`config.mk`:
```
export PLATFORM = sky130hd
export DESIGN_NAME = fir_high
export DESIGN_NICKNAME = d
export VERILOG_FILES = /design/src/rtl/fir_high.sv
export SDC_FILE = /design/constraint.sdc
export NUM_CORES = 2
export LEC_CHECK = 0
export ABC_CLOCK_PERIOD_IN_PS = 7640
export CAP_MARGIN = 15
export CORE_MARGIN = 2
export CORE_UTILIZATION = 53
export DETAILED_ROUTE_END_ITERATION = 12
export DONT_BUFFER_PORTS = 1
export GPL_TIMING_DRIVEN = 0
export PLACE_DENSITY = 0.68
export SLEW_MARGIN = 10
export SYNTH_ARGS = -nofsm -noshare
export SYNTH_HDL_FRONTEND = slang
export SYNTH_SLANG_ARGS = --single-unit
export TNS_END_PERCENT = 20
```
`constraint.sdc`:
```
create_clock -name clk -period 7.64 [get_ports clk]
set_input_delay 1.528 -clock clk [delete_from_list [all_inputs] [get_ports clk]]
set_output_delay 1.528 -clock clk [all_outputs]
set_load 0.02 [all_outputs]
```
`src/rtl/fir_high.sv`:
```
// Stereo FIR engine: one 16x16 MAC per channel per streamed sample, Q15 result on run end.
// Define FIR_SAT_EN to saturate the Q15 result instead of wrapping.
module fir_high #(
    parameter int NTAPS = 1021
) (
    input  logic               clk,
    input  logic               rst_n,
    input  logic               sequencing,
    input  logic signed [15:0] lft_in,
    input  logic signed [15:0] rght_in,
    input  logic signed [15:0] coef,
    output logic        [9:0]  coef_addr,
    output logic signed [15:0] lft_out,
    output logic signed [15:0] rght_out,
    output logic               valid
);

    typedef enum logic [1:0] {
        IDLE  = 2'd0,
        ACCUM = 2'd1,
        DONE  = 2'd2
    } state_t;

    localparam logic [9:0]  LAST_ADDR  = 10'(NTAPS - 1);
    localparam logic [9:0]  FIRST_ADDR = (NTAPS > 1) ? 10'd1 : 10'd0;
    localparam logic [10:0] NTAPS_CNT  = 11'(NTAPS);

    state_t             state_r;
    logic signed [31:0] acc_lft_r;
    logic signed [31:0] acc_rght_r;
    logic        [10:0] mac_cnt_r;
    logic               seq_d_r;
    logic signed [15:0] smpl_lft_r;
    logic signed [15:0] smpl_rght_r;
    logic signed [31:0] prod_lft_s;
    logic signed [31:0] prod_rght_s;

    // Q15 scaling of the 32-bit accumulator, optionally clamped at the rails.
    function automatic logic signed [15:0] scale_result(input logic signed [31:0] acc);
        logic signed [15:0] res;
`ifdef FIR_SAT_EN
        case (acc[31:30])
            2'b01:   res = 16'sh7FFF;
            2'b10:   res = 16'sh8000;
            default: res = acc[30:15];
        endcase
`else
        res = acc[30:15];
`endif
        return res;
    endfunction

    // Per-channel signed products of the delayed sample and the ROM coefficient.
    always_comb begin
        prod_lft_s  = 32'(smpl_lft_r) * 32'(coef);
        prod_rght_s = 32'(smpl_rght_r) * 32'(coef);
    end

    // Run sequencer, ROM address generator, accumulators and output registers.
    always_ff @(posedge clk or negedge rst_n) begin
        if (!rst_n) begin
            state_r     <= IDLE;
            coef_addr   <= 10'd0;
            lft_out     <= 16'sd0;
            rght_out    <= 16'sd0;
            valid       <= 1'b0;
            acc_lft_r   <= 32'sd0;
            acc_rght_r  <= 32'sd0;
            mac_cnt_r   <= 11'd0;
            seq_d_r     <= 1'b0;
            smpl_lft_r  <= 16'sd0;
            smpl_rght_r <= 16'sd0;
        end else begin
            // Samples are delayed one cycle to line up with the ROM read latency.
            seq_d_r     <= sequencing;
            smpl_lft_r  <= lft_in;
            smpl_rght_r <= rght_in;
            valid       <= 1'b0;
            case (state_r)
                IDLE: begin
                    if (sequencing) begin
                        state_r    <= ACCUM;
                        acc_lft_r  <= 32'sd0;
                        acc_rght_r <= 32'sd0;
                        mac_cnt_r  <= 11'd0;
                        coef_addr  <= FIRST_ADDR;
                    end else begin
                        coef_addr  <= 10'd0;
                    end
                end
                ACCUM: begin
                    if (sequencing && (coef_addr != LAST_ADDR)) begin
                        coef_addr <= coef_addr + 10'd1;
                    end else begin
                        coef_addr <= coef_addr;
                    end
                    if (seq_d_r) begin
                        if (mac_cnt_r < NTAPS_CNT) begin
                            acc_lft_r  <= acc_lft_r + prod_lft_s;
                            acc_rght_r <= acc_rght_r + prod_rght_s;
                            mac_cnt_r  <= mac_cnt_r + 11'd1;
                        end else begin
                            mac_cnt_r  <= mac_cnt_r;
                        end
                    end else begin
                        state_r  <= DONE;
                        lft_out  <= scale_result(acc_lft_r);
                        rght_out <= scale_result(acc_rght_r);
                        valid    <= 1'b1;
                    end
                end
                DONE: begin
                    state_r   <= IDLE;
                    coef_addr <= 10'd0;
                    mac_cnt_r <= 11'd0;
                end
                default: begin
                    state_r   <= IDLE;
                    coef_addr <= 10'd0;
                    mac_cnt_r <= 11'd0;
                end
            endcase
        end
    end

endmodule

```
==> qor_table.md <==
| Quantity | This run | Unit |
| --- | --- | --- |
| Fraction of the yosys area taken by sequential cells | 14.3 | % |
| Syn nets | 3516 | - |
| Cell types occupying the most area after synthesis | sky130_fd_sc_hd__fa_1 (43%), sky130_fd_sc_hd__dfrtp_1 (14%), sky130_fd_sc_hd__inv_1 (9.3%), sky130_fd_sc_hd__ha_1 (9.1%), sky130_fd_sc_hd__and2_1 (5.7%) | - |
| Worst Path Arrival | 8.01 | ns |
| Async set-reset flop share out of synthesis | 100 | % |
| Die height | 227 | um |
| Standard cell core area | 49100 | um2 |
| Detailed Routing Iterations Pass 1 | 5 | - |
| Gr usage total | 29.2 | % |
| Count of warnings emitted by yosys | 0 | - |
| Critical path type | in -> reg | - |
| Number of enable flip-flop cells after synthesis | 0 | - |
| Clock skew after layout | 0.0173 | ns |
| Fraction of final layout cells sized beyond drive strength 1 | 3.14 | % |
| Number of maximum-capacitance violations | 0 | - |
| Met2 layer wire length in the routed design | 31800 | um |
| Final ANT Viol Nets | 0 | - |
| Final setup TNS | 0 | ns |
| Average wire per standard cell | 20.0 | um |
| Post-Syn Area | 26400 | um2 |
| Worst skew pair latency | 0.51 | ns |
| Fmax | 131 | MHz |
| Overall overflow remaining after global route | 0 | - |
| Pins over their slew limit | 0 | - |
| Kind of start point of the critical path | input port | - |
| Fill count | 4394 | - |
| Finish-stage setup viols | 0 | - |
| Deepest level of the CTS H-tree | 4 | - |
| Syn Area/Cell | 9.78 | um2 |
| CP dominant cell by count | sky130_fd_sc_hd__fa_1 | - |
| Top-level I/O count | 94 | - |
| DIE AREA | 51600 | um2 |
| Die extent in x | 227 | um |
| Last weighted congestion value of the routability-driven placer | 0.923 | - |
| Highest metal used | met5 | - |
| Initial core utilization | 53.9 | % |
| Worst Max-Slew Pin Slew | 1.10 | ns |
| Clk pin slew, worst setup/hold paths | 0.08 | ns |
| Top FF cell, synth | sky130_fd_sc_hd__dfrtp_1 | - |
| Number of buffers inserted by post-CTS setup repair | 0 | - |
| Post-synthesis sequential element count | 151 | - |
| DP Wirelength | 57600 | um |
| Run status | completed | - |
| Routed wire length | 68200 | um |
| Critical path data required time | 8.04 | ns |
| Final hold vios | 0 | - |
| Deepest clock path buffer count | 2 | - |
| DRC violations left | 0 | - |
| Critical Path End Type | register | - |
| Maximum single-stage delay on the critical path | 0.60 | ns |
| Critical path peak fanout | 10 | - |
| Layout net count | 3537 | - |
| Maximum number of pins on one net before global-route repair | 152 | - |
| Slowest cell on the critical path | sky130_fd_sc_hd__clkbuf_1 | - |
| Initial antenna violation count | 2 | - |
| Via-to-Cell Ratio | 5.35 | - |
| Shortest period the worst path allows | 7.62 | ns |
| Rows | 81 | - |
| Share of the synthesized area in the top cell type | 43.2 | % |
| Syn Inst Count | 2702 | - |
| Worst min-delay path class | reg -> reg | - |
| CTS tree | done | - |
| Cells along the critical path | clkbuf_1 -> nand2_1 -> fa_1 -> fa_1 -> fa_1 -> fa_1 -> inv_1 -> fa_1 -> inv_1 -> fa_1 -> inv_1 -> ha_1 -> a21oi_1 -> o21ai_0 -> a31oi_1 -> a21oi_1 -> o21ai_1 -> a21oi_1 -> or3_1 -> a32o_1 | - |
| Relative max-transition margin | 26.6 | % |
| Wire length of the first global-routing pass | 112000 | um |
| Detailed-route wire length on metal 1 | 28100 | um |
| Root buffer cell | sky130_fd_sc_hd__clkbuf_16 | - |
| Detail Route met3 WL | 4880 | um |
| PortBufs | 0 | - |
| Via count of the first global-routing pass | 20.5k | - |
| Number of CTS-inserted buffers | 17 | - |
| Period utilisation layout | 99.7 | % |
| Synthesis-to-layout area growth | 5.66 | % |
| Biggest area consumer among synthesized cells | sky130_fd_sc_hd__fa_1 | - |
| Routed via count | 18.2k | - |
| CTS sink cnt | 151 | - |
| Post-synthesis cell type count | 50 | - |
| Number of violations reported at the end of detailed-routing iteration 0 | 891 | - |
| Unrepaired setup endpoints after global routing | true | - |
-- critical path: cells and delay by family --
family                   cells  cell delay, ns
adder cells (fa/ha/maj)      7            3.36
AO/OA/AOI/OAI                7            1.86
buffers and inverters        4            0.74
AND/OR/NAND/NOR              2            0.52
-- cell usage after synthesis (all sizes together), types with 11 or more instances --
| cell type | number |
|---|---|
| inv | 652 |
| nand4 | 12 |
| clkbuf | 102 |
| and2 | 241 |
| a21oi | 48 |
| xnor2 | 49 |
| mux2 | 32 |
| fa | 570 |
| a22o | 18 |
| o21ai | 59 |
| o21a | 11 |
| nor2 | 61 |
| ha | 193 |
| nand2 | 317 |
| nand2b | 21 |
| a21o | 21 |
| xor2 | 38 |
| dfrtp | 151 |
-- sequential cells by signal (all words and copies together) (netlist names), 2 cells and up --
register     count
acc_lft_r       31
acc_rght_r      31
coef_addr       10
lft_out         16
mac_cnt_r       11
rght_out        16
smpl_lft_r      16
smpl_rght_r     16
state_r          2
-- kinds of logic after synthesis --
family | share of synthesized area [%]
adders and majority gates | 52.3
buffers and inverters | 10.7
and+or+nand+nor | 12.9
AOI/OAI and AO/OA | 5.49
DFF | 14.3
xor gates and xnor gates | 2.88
muxes | 1.40
-- cell usage in the layout, fill, tap and decap left out, types with 38 or more instances in the layout --
master,n
sky130_fd_sc_hd__inv_1,652
sky130_fd_sc_hd__fa_1,569
sky130_fd_sc_hd__o21ai_0,58
sky130_fd_sc_hd__and2_1,241
sky130_fd_sc_hd__nand2_1,317
sky130_fd_sc_hd__a21oi_1,48
sky130_fd_sc_hd__dfrtp_1,151
sky130_fd_sc_hd__nor2_1,60
sky130_fd_sc_hd__xor2_1,38
sky130_fd_sc_hd__clkbuf_1,89
sky130_fd_sc_hd__ha_1,193
sky130_fd_sc_hd__xnor2_1,49
-- layout make-up --
class	instances	area [um2]	share of cell area, %
multi-input cells	1796	19800	71.0
flip-flops and latches	151	3780	13.5
inverters	652	2450	8.77
well taps	664	831	2.98
clock buffers	17	425	1.52
plain buffers	103	403	1.44
clock inverters	15	181	0.650
repair buffers	2	30.0	0.108
diodes	1	2.50	0.00896
-- per-stage QoR --
| step | cell area [um2] | setup WS, ns | hold WS, ns | util (%) | cells |
|---|---|---|---|---|---|
| 5_1_grt | 27900 | -0.100 | 0.527 | 56.9 | 3400 |
| 3_3_place_gp | 27200 | -0.794 | 0.476 | 55.6 | 3366 |
| 2_1_floorplan | 26400 | 0.194 | 0.450 | - | 2702 |
| 4_1_cts | 27900 | 0.0379 | 0.506 | 56.9 | 3400 |
| 6_report | 27900 | 0.0239 | 0.498 | 56.9 | 3401 |
| 3_5_place_dp | 27300 | -0.893 | 0.488 | 55.6 | 3368 |
-- worst paths after layout --
path,startpoint,end,slack [ns],cells past startpoint
worst min-delay path,acc_rght_r[13],acc_rght_r[13],0.50,2
worst max-delay path,coef[3],acc_lft_r[30],0.02,20
worst min register to register,acc_rght_r[13],acc_rght_r[13],0.50,2
max in group asynchronous,rst_n,smpl_rght_r[13],6.61,0
min in group asynchronous,rst_n,acc_lft_r[0],0.72,0
worst max register to register,smpl_lft_r[15],acc_lft_r[30],0.28,21
-- per-layer routing --
layer  track usage, %  vias to the layer above
met5                0                        -
met4             14.0                        2
met3             7.05                      161
met2             46.4                      523
met1             37.8                     9461
li1                 -                     8061
-- what timing repair did --
action	in CTS	in global routing
resized for setup	6	14
hold buffers	0	0
pin swaps	0	1
endpoints found under the setup margin	4	8
Power is not shown: default switching activity piles up to over one toggle a cycle in this logic, so the estimate is an artifact.
